[config.mk]
export PLATFORM = sky130hd
export DESIGN_NAME = gpu_cmd_scheduler
export DESIGN_NICKNAME = d
export VERILOG_FILES = /design/src/rtl/gpu_cmd_pkg.sv /design/src/rtl/gpu_cmd_scheduler_wq.sv /design/src/rtl/gpu_cmd_scheduler.sv
export SDC_FILE = /design/constraint.sdc
export NUM_CORES = 1
export LEC_CHECK = 0
export BUFFER_PORTS_ARGS = -buffer_cell sky130_fd_sc_hd__buf_2
export CORE_ASPECT_RATIO = 0.5
export CORE_MARGIN = 3
export CORE_UTILIZATION = 29
export DETAILED_ROUTE_END_ITERATION = 6
export PLACE_DENSITY = 0.43
export REMOVE_ABC_BUFFERS = 1
export SLEW_MARGIN = 20
export SYNTH_ARGS = -nofsm -noshare
export SYNTH_HDL_FRONTEND = slang
export SYNTH_SLANG_ARGS = --single-unit
[constraint.sdc]
create_clock -name cmd_clk_in -period 9.5 [get_ports cmd_clk_in]
set_input_delay 0.475 -clock cmd_clk_in [delete_from_list [all_inputs] [get_ports cmd_clk_in]]
set_output_delay 0.475 -clock cmd_clk_in [all_outputs]
set_load 0.03 [all_outputs]
[src/rtl/gpu_cmd_pkg.sv]
// Shared types and default widths for the GPU command scheduler.
package gpu_cmd_pkg;

   localparam int unsigned ADDR_W_DEF = 16;
   localparam int unsigned DATA_W_DEF = 16;

   typedef enum logic [2:0] {
      IDLE,
      RD_WAIT,
      RENDER,
      RENDER_RD,
      DRAIN
   } state_e;

   // Layout of one parked write at the default widths.
   typedef struct packed {
      logic [ADDR_W_DEF-1:0] addr;
      logic [DATA_W_DEF-1:0] wdata;
   } wq_entry_t;

endpackage

[src/rtl/gpu_cmd_scheduler_wq.sv]
// Synchronous FIFO that parks writes while a render is in progress.
module gpu_write_queue
   import gpu_cmd_pkg::*;
#(
   parameter int unsigned WQ_DEPTH = 16,
   parameter int unsigned WIDTH    = 32
) (
   input  logic                       clk_i,
   input  logic                       rst_i,
   input  logic                       push_i,
   input  logic                       pop_i,
   input  logic [WIDTH-1:0]           din_i,
   output logic [WIDTH-1:0]           dout_o,
   output logic                       full_o,
   output logic                       empty_o,
   output logic [$clog2(WQ_DEPTH):0]  count_o
);

   localparam int unsigned AW = $clog2(WQ_DEPTH);
   localparam int unsigned CW = AW + 1;

   logic [WIDTH-1:0] mem_q [WQ_DEPTH];
   logic [AW-1:0]    wr_ptr_q;
   logic [AW-1:0]    rd_ptr_q;
   logic [CW-1:0]    count_q;
   logic             push_ok;
   logic             pop_ok;

   assign full_o  = (count_q == CW'(WQ_DEPTH));
   assign empty_o = (count_q == '0);
   assign count_o = count_q;
   assign dout_o  = mem_q[rd_ptr_q];
   assign push_ok = push_i && !full_o;
   assign pop_ok  = pop_i && !empty_o;

   // Storage array; contents are don't-care while the queue is empty.
   always_ff @(posedge clk_i) begin
      if (push_ok) begin
         mem_q[wr_ptr_q] <= din_i;
      end
   end

   // Pointers wrap naturally at the power-of-two depth.
   always_ff @(posedge clk_i or posedge rst_i) begin
      if (rst_i) begin
         wr_ptr_q <= '0;
         rd_ptr_q <= '0;
         count_q  <= '0;
      end else begin
         if (push_ok) wr_ptr_q <= wr_ptr_q + AW'(1);
         if (pop_ok)  rd_ptr_q <= rd_ptr_q + AW'(1);
         if (push_ok && !pop_ok)      count_q <= count_q + CW'(1);
         else if (pop_ok && !push_ok) count_q <= count_q - CW'(1);
      end
   end

endmodule

[src/rtl/gpu_cmd_scheduler.sv]
// Orders host commands onto the layer memory port around render windows.
module gpu_cmd_scheduler
   import gpu_cmd_pkg::*;
#(
   parameter int unsigned WQ_DEPTH = 16,
   parameter int unsigned ADDR_W   = ADDR_W_DEF,
   parameter int unsigned DATA_W   = DATA_W_DEF
) (
   input  logic                       cmd_clk_in,
   input  logic                       rst_in,
   input  logic                       cmd_valid,
   output logic                       cmd_ready,
   input  logic                       cmd_we,
   input  logic [ADDR_W-1:0]          cmd_addr,
   input  logic [DATA_W-1:0]          cmd_wdata,
   output logic                       rsp_valid,
   output logic [DATA_W-1:0]          rsp_data,
   output logic                       mem_req,
   output logic                       mem_we,
   output logic [ADDR_W-1:0]          mem_addr,
   output logic [DATA_W-1:0]          mem_wdata,
   input  logic                       mem_ready,
   input  logic                       mem_rvalid,
   input  logic [DATA_W-1:0]          mem_rdata,
   input  logic                       render_req,
   output logic                       render_grant,
   input  logic                       render_done,
   output logic                       render_active,
   output logic [$clog2(WQ_DEPTH):0]  wq_count
);

   state_e               state_q, state_d;
   logic                 done_flag_q, done_flag_d;
   logic                 mem_req_q, mem_we_q;
   logic [ADDR_W-1:0]    mem_addr_q;
   logic [DATA_W-1:0]    mem_wdata_q;
   logic                 rsp_valid_q;
   logic [DATA_W-1:0]    rsp_data_q;

   logic                 ready, grant, issue, push, pop;
   logic                 wq_full, wq_empty;
   logic [ADDR_W+DATA_W-1:0] wq_dout;

   gpu_write_queue #(
      .WQ_DEPTH (WQ_DEPTH),
      .WIDTH    (ADDR_W + DATA_W)
   ) u_wq (
      .clk_i   (cmd_clk_in),
      .rst_i   (rst_in),
      .push_i  (push),
      .pop_i   (pop),
      .din_i   ({cmd_addr, cmd_wdata}),
      .dout_o  (wq_dout),
      .full_o  (wq_full),
      .empty_o (wq_empty),
      .count_o (wq_count)
   );

   // Ready and grant are combinational on render_req, so mask them while reset holds state.
   assign cmd_ready     = ready && !rst_in;
   assign render_grant  = grant && !rst_in;
   assign render_active = (state_q == RENDER) || (state_q == RENDER_RD);
   assign mem_req       = mem_req_q;
   assign mem_we        = mem_we_q;
   assign mem_addr      = mem_addr_q;
   assign mem_wdata     = mem_wdata_q;
   assign rsp_valid     = rsp_valid_q;
   assign rsp_data      = rsp_data_q;

   // Next-state, handshake and queue control.
   always_comb begin
      state_d     = state_q;
      done_flag_d = done_flag_q;
      ready       = 1'b0;
      grant       = 1'b0;
      issue       = 1'b0;
      push        = 1'b0;
      pop         = 1'b0;
      unique case (state_q)
         IDLE: begin
            ready = !mem_req_q && !render_req;
            if (render_req && !mem_req_q && wq_empty) begin
               grant   = 1'b1;
               state_d = RENDER;
            end else if (cmd_valid && ready) begin
               issue = 1'b1;
               if (!cmd_we) state_d = RD_WAIT;
            end
         end
         RD_WAIT: begin
            if (mem_rvalid) state_d = IDLE;
         end
         RENDER: begin
            ready = !mem_req_q && !wq_full;
            if (cmd_valid && ready) begin
               if (cmd_we) begin
                  push = 1'b1;
               end else begin
                  issue   = 1'b1;
                  state_d = RENDER_RD;
               end
            end
            // A done arriving with a read issue is remembered until that read returns.
            if (render_done) begin
               if (state_d == RENDER_RD) done_flag_d = 1'b1;
               else                      state_d     = DRAIN;
            end
         end
         RENDER_RD: begin
            if (render_done) done_flag_d = 1'b1;
            if (mem_rvalid) begin
               state_d     = (done_flag_q || render_done) ? DRAIN : RENDER;
               done_flag_d = 1'b0;
            end
         end
         DRAIN: begin
            if (!mem_req_q) begin
               if (!wq_empty) pop     = 1'b1;
               else           state_d = IDLE;
            end
         end
         default: state_d = IDLE;
      endcase
   end

   // State and done-flag registers.
   always_ff @(posedge cmd_clk_in or posedge rst_in) begin
      if (rst_in) begin
         state_q     <= IDLE;
         done_flag_q <= 1'b0;
      end else begin
         state_q     <= state_d;
         done_flag_q <= done_flag_d;
      end
   end

   // Issue register: loads a command or queue head, holds request until accepted.
   always_ff @(posedge cmd_clk_in or posedge rst_in) begin
      if (rst_in) begin
         mem_req_q   <= 1'b0;
         mem_we_q    <= 1'b0;
         mem_addr_q  <= '0;
         mem_wdata_q <= '0;
      end else if (issue) begin
         mem_req_q   <= 1'b1;
         mem_we_q    <= cmd_we;
         mem_addr_q  <= cmd_addr;
         mem_wdata_q <= cmd_wdata;
      end else if (pop) begin
         mem_req_q                 <= 1'b1;
         mem_we_q                  <= 1'b1;
         {mem_addr_q, mem_wdata_q} <= wq_dout;
      end else if (mem_req_q && mem_ready) begin
         mem_req_q <= 1'b0;
      end
   end

   // Read response is a registered copy of the memory return.
   always_ff @(posedge cmd_clk_in or posedge rst_in) begin
      if (rst_in) begin
         rsp_valid_q <= 1'b0;
         rsp_data_q  <= '0;
      end else begin
         rsp_valid_q <= mem_rvalid;
         rsp_data_q  <= mem_rdata;
      end
   end

endmodule
After elaboration in Yosys (flattened, before gate mapping)
Memories as Yosys holds them, arrays and structs flattened.
Index checks and enable logic that the tools add are counted.
- memories: 1
- bits in writable memories: 512
- register bits after elaboration: 68
- input port bits: 56
- word-level logic and storage cells: 107
- output and inout port bits: 59
- memory list (name ; depth ; bits a word ; rd ports ; clocked after Yosys merged registers in ; write ports ; line ; source):
    u_wq.mem_q ; 16 ; 32 ; 1 ; 0 ; 1 ; gpu_cmd_scheduler_wq.sv:22 ; logic [WIDTH-1:0] mem_q [WQ_DEPTH];
- equal/unequal tests: 15
- multiplexer cells: 46
- reduce and logical (&&, ||, !) cells: 30
- $add $sub $neg: 4
- operators by type and width (kind ; count):
    16-bit 2-to-1 mux ; 4
    3-bit 2-to-1 mux ; 13
    1-bit 2-to-1 mux ; 23
    3-bit one-hot mux with 5 select lines ; 1
    1-bit logical AND ; 13
    5-bit 2-to-1 mux ; 2
    3-bit by 2-bit == test with 1-bit output, second input constant ; 3
    3-bit inequality test, second input constant ; 3
    4-bit by 1-bit adder with 4-bit output, second input constant ; 2
    2-bit inequality test, second input constant ; 4
    1-bit logical NOT ; 7
    1-bit one-hot mux with 2 select lines ; 3
    6-bit AND reduction ; 1
    2-bit nonzero test ; 3
    5-bit by 1-bit adder with 5-bit output, second input constant ; 1
    5-bit == test, second input constant ; 1
    5-bit logical NOT ; 1
    5-bit by 1-bit subtractor with 5-bit output, second input constant ; 1
    2-bit by 1-bit inequality test with 1-bit output, second input constant ; 2
    4-bit AND reduction ; 1
    3-bit by 1-bit == test with 1-bit output, second input constant ; 1
    3-bit == test, second input constant ; 1
    3-bit logical NOT ; 1
    3-bit nonzero test ; 1
    1-bit logical OR ; 2

Longest topological paths before layout
- depth in word-level cells: 11
- gate-level depth with buffers: 13
- gate-level depth less buffers: 12

Hierarchy
From an unflattened synthesis, not the netlist that was laid out.
- cell total of the unflattened synthesis: 1179
- area, all modules: 22704.3 µm²
- by module, submodules not included (module ; area each (µm²) ; cells an instance ; instances ; sequential area each (µm²)):
    gpu_write_queue ; 20412.1 ; 1010 ; 1 ; 15700.1
    gpu_cmd_scheduler ; 2292.2 ; 169 ; 1 ; 1376.3

Worst setup path after synthesis
No wires, ideal clock.
- path type: reg-to-reg
- from: reg mem_req_q, in the netlist mem_req
- to: mem u_wq.mem_q[0][0] (enable)
- library setup time: 0.502 ns
- clock period less this slack: 4.913 ns
- arrival time: 4.411 ns
- required time: 8.998 ns
- buffers on the path: 0
- stages on the path, launching flop included: 5
- path slack: 4.587 ns
- cells stage by stage: dfrtp_1 -> or3b_1 -> a21oi_1 -> nand3_1 -> nor4_1
- cells in the longest elaborated chain, start to end: 8
- ends and longest elaborated chain (item ; line ; source):
    start: declaration ; gpu_cmd_scheduler.sv:34 ; logic mem_req_q, mem_we_q;
    start signal: assignment ; gpu_cmd_scheduler.sv:140 ; mem_req_q <= 1'b0;
    start signal: assignment ; gpu_cmd_scheduler.sv:145 ; mem_req_q <= 1'b1;
    start signal: assignment ; gpu_cmd_scheduler.sv:150 ; mem_req_q <= 1'b1;
    1-bit logical NOT ; - ;
    1-bit logical AND ; gpu_cmd_scheduler.sv:94 ; ready = !mem_req_q && !wq_full;
    1-bit logical AND ; gpu_cmd_scheduler.sv:95 ; if (cmd_valid && ready) begin
    1-bit 2-to-1 mux ; gpu_cmd_scheduler.sv:95 ;
    1-bit 2-to-1 mux ; gpu_cmd_scheduler.sv:79 ; unique case (state_q)
    1-bit logical AND ; gpu_cmd_scheduler_wq.sv:33 ; assign push_ok = push_i && !full_o;
    1-bit 2-to-1 mux ; gpu_cmd_scheduler_wq.sv:38 ; if (push_ok) begin
    1-bit 2-to-1 mux (not written as such) ; gpu_cmd_scheduler_wq.sv:39 ; mem_q[wr_ptr_q] <= din_i;
    end: declaration ; gpu_cmd_scheduler_wq.sv:22 ;
No other way between the ends.

Final worst setup path
- from: reg mem_req_q, in the netlist mem_req
- to: reg u_wq.count_q[4], in the netlist u_wq.count_o[4]
- cells in the longest elaborated chain, start to end: 9
- elaborated cells between the ends (all ways): 15
- those cells by class: 5 x mux; 10 x reduce/logical
- ends and longest elaborated chain (item ; line ; source):
    1-bit logical NOT * ; - ;
    1-bit logical AND * ; gpu_cmd_scheduler.sv:94 ;
    1-bit logical AND * ; gpu_cmd_scheduler.sv:95 ;
    1-bit 2-to-1 mux * ; gpu_cmd_scheduler.sv:95 ;
    1-bit 2-to-1 mux * ; gpu_cmd_scheduler.sv:79 ;
    1-bit logical AND * ; gpu_cmd_scheduler_wq.sv:33 ;
    via u_wq.push_ok ; gpu_cmd_scheduler_wq.sv:26 ; logic push_ok;
    1-bit logical NOT ; gpu_cmd_scheduler_wq.sv:53 ; else if (pop_ok && !push_ok) count_q <= count_q - CW'(1);
    1-bit logical AND ; gpu_cmd_scheduler_wq.sv:53 ;
    2-bit nonzero test (no line) ; - ;
    end signal: assignment ; gpu_cmd_scheduler_wq.sv:52 ; if (push_ok && !pop_ok) count_q <= count_q + CW'(1);
    end signal: assignment ; gpu_cmd_scheduler_wq.sv:53 ;
    end: declaration ; gpu_cmd_scheduler_wq.sv:25 ; logic [CW-1:0] count_q;
The timed path passes the listed nets; every way through them passes the cells marked *.
A chain may end at the register's enable or synchronous reset.

==> metrics.cfg <==
[critical_path]
crit_chain = or3b_1 > a21oi_1 > nand3_1 > clkinv_1 > ha_1 > inv_1 > fa_1 > a21o_1 > a21oi_1 > xnor2_1 > nor2_1 > xor2_1
cp-start-kind = register
reg2reg_depth = 12
max_stage_delay_ns = 0.44
r2r-start = mem_req$_DFFE_PP0P_
path_buf_inv = 2
crit_slowest_cell = dfrtp_1
critical_path_arrival_ns = 3.68
cp_num_cells = 12
cp_max_fo = 8
path_class = reg -> reg
endpoint_kind = register
crit_top_cell = a21oi_1
required_ns = 9.98
r2r_end = u_wq.count_o[4]$_DFFE_PP0P_
r2r_setup_slack_ns = 6.30
cpLargestDelayFamily = simple AND/OR/NAND/NOR gates

[logic_synthesis]
muxShareOfSynthArea = 0.130
synth_top_family_by_area = multiplexers
yosysSeqAreaShare = 0.770
synth_compound_area_frac = 0.0384
async_flop_share = 0.117
synth_edf_count = 512
synthDistinctLibCells = 46
yosys.area_share.simple = 0.0364
synth_xor_area_frac = 0.00434
yosysWarnings = 0
syn_inst = 1109
synth_ff_type = edfxtp_1
netlist_area_um2 = 22200
ys_ff_latch = 580
synthAdderAreaFrac = 0.00598
syn_area_per_cell_um2 = 20.0

[floorplanning]
dieArea_um2 = 80100
ios = 115
start_util = 0.294
core_area_um2 = 75400
fp.dieW_um = 397
die_y_um = 202
num_rows = 71

[global_route]
grt_usage = 0.142
grt_pass1_vias = 11900
grt_pass1_wl_um = 83200
grt_start_max_net_pins = 107
antenna_found_initial = 3
grt-ovfl-total = 0

[cts]
cts.clk_slew.worst_paths_ns = 0.07
post_cts_resized = 0
cts_buffer_depth = 3
clock_latency_ns = 0.62
clockRootBuffer = clkbuf_16
htreeDepth = 2
cts-buffers-inserted = 54
tritoncts = done
cts_sinks = 580
post-cts-setup-buffers = 0

[power_and_ir_drop]
powerDensity_nw_per_um2 = 257
vdd.ir_drop.worst_v = 0.000215
p_leak_uw = 0.00852

[placed_design]
place_hpwl_um = 27600
gp_congestion = 0.720
port_buffers = 114

[final_layout]
drive_gt1_frac = 0.293
n_antenna_cell = 0
seq_area_um2 = 17100
nNetsFinal = 1329
postLayoutCoreUtil = 0.346
multi_input_area_um2 = 4900
n_fill_cell = 7047
syn_to_final_growth_pct = 17.5

[detailed_routing]
vias_per_cell = 4.81
ant_nets = 0
routed_wl_um = 56800
drtPass1Iterations = 4
num_vias = 11200
drt-wirelength-per-cell_um = 24.4
remaining_drc_errors = 0
drtIter0Drc = 949

[timing]
rsz0062_at_grt = false
slew_headroom = 0.338
tns_ns = 0
fin_crit_ns = 3.20
setup_viol = 0
clock.fmax_mhz = 313
fin_worst_skew_ns = 0.0262
worstMarginPinSlew_ns = 0.993
drv_slew = 0
hold_viol_final = 0
fin_crit_sh = 0.337

[min_path]
worstHoldStart = mem_rvalid
min_path_cells = 1
min_delay_worst_endpoint = rsp_valid$_DFF_PP0_
hold_class = in -> reg

[status]
status = completed

[flow_run]
maxCapViolCount = 0

[cell usage in the layout, fill, tap and decap left out, drive strengths merged, types with 14 or more instances in the layout]
cell	instances
dfrtp	68
mux4	128
nand2	108
a31oi	33
clkbuf	73
clkinv	21
nor2	42
inv	14
a22oi	64
buf	141
dlygate4sd3	17
edfxtp	512
[cell type report]
type                    count  area share
clock inverters            27      0.0100
inverters                  14     0.00211
multi-input cells         455       0.188
repair buffers            158      0.0367
clock buffers              73      0.0588
flip-flops and latches    580       0.655
well taps                1022      0.0491
[flip-flops by register name, indices dropped and copies added, names as in the netlist, 3 cells and up]
signal	flops
u_wq.count_o	5
mem_wdata	16
u_wq.wr_ptr_q	4
u_wq.rd_ptr_q	4
u_wq.mem_q	512
rsp_data	16
state_q	3
mem_addr	16
[report_power, final]
part / internal (µW) / switching, µW / leakage, µW
Sequential: 2870 / 144 / 0.00539
Clock: 1220 / 967 / 0.000868
Combinational: 667 / 831 / 0.00226
Total: 4750 / 1940 / 0.00852
[cell families (layout without fill, tap and decap cells)]
family,count (synthesis),after routing
buf+inv,74,272
simple gates,185,185
mux,129,129
fa+ha+maj,10,10
compound gates,120,120
flops,580,580
xor+xnor,11,11
[metrics by stage]
stage	area [µm²]	total power [µW]	cells	hold WS [ns]	worst slack [ns]
final	26100	6700	2329	0.0720	6.30
after floorplan	21900	4290	1049	0.494	3.21
after global routing	26100	7020	2329	0.0451	6.02
after global placement	24100	4580	2212	0.465	6.21
after detailed placement	24100	4600	2212	0.477	6.22
after CTS	26100	6820	2329	0.0173	6.30
[metal layers]
| metal | GRT usage | up-vias | share of wire |
|---|---|---|---|
| met5 | 0 | - | 0.00070 |
| met4 | 0.0351 | 4 | 0.018 |
| met3 | 0.0221 | 79 | 0.041 |
| met2 | 0.236 | 247 | 0.49 |
| met1 | 0.196 | 6052 | 0.45 |
| li1 | - | 4812 | - |
[how the worst max path moves through the flow]
stage                                  from                          end  slack [ns]
2_1_floorplan  u_wq.rd_ptr_q[0]$_DFFE_PP0P_      mem_addr[0]$_DFFE_PP0P_        3.21
3_3_place_gp                      cmd_valid  u_wq.count_o[4]$_DFFE_PP0P_        6.21
3_5_place_dp                      cmd_valid  u_wq.count_o[4]$_DFFE_PP0P_        6.22
4_1_cts                 mem_req$_DFFE_PP0P_  u_wq.count_o[4]$_DFFE_PP0P_        6.30
5_1_grt         u_wq.count_o[1]$_DFFE_PP0P_  u_wq.count_o[3]$_DFFE_PP0P_        6.02
6_report                mem_req$_DFFE_PP0P_  u_wq.count_o[4]$_DFFE_PP0P_        6.30
[synthesized netlist by cell type, types with 2 or more instances]
master / n / area (µm²)
nor3_1: 5 / 25.0
inv_1: 12 / 45.0
buf_4: 5 / 37.5
a211oi_1: 2 / 15.0
a31oi_1: 33 / 206
nor3b_1: 2 / 15.0
o21ai_0: 5 / 25.0
a21oi_1: 5 / 25.0
ha_1: 9 / 113
nand2_1: 108 / 405
nand3_1: 3 / 15.0
edfxtp_1: 512 / 15400
and2_1: 7 / 43.8
xor2_1: 2 / 17.5
o32ai_1: 2 / 17.5
nor2b_1: 3 / 18.8
mux4_2: 128 / 2880
and3_1: 2 / 12.5
buf_2: 18 / 90.1
xnor2_1: 9 / 78.8
a22oi_1: 64 / 480
buf_1: 6 / 22.5
a21o_2: 2 / 17.5
dfrtp_1: 68 / 1700
nand2b_1: 2 / 12.5
nor2_1: 42 / 158
nand4_1: 2 / 12.5
nor4_1: 4 / 25.0
clkbuf_1: 30 / 113
[worst register-to-register path: cells and delay by family, from the launching register on]
| family | cells | cell delay, ns |
|---|---|---|
| buf+inv | 2 | 0.37 |
| fa+ha+maj | 2 | 0.66 |
| flops | 1 | 0.44 |
| compound gates | 3 | 0.57 |
| xor+xnor | 2 | 0.29 |
| simple gates | 3 | 0.77 |
[what timing repair did]
item / in CTS / in global routing
hold buffers: 17 / 0
setup endpoints to repair: 0 / 0
hold endpoints to repair: 39 / 0
Power figures use the tool's default switching activity.
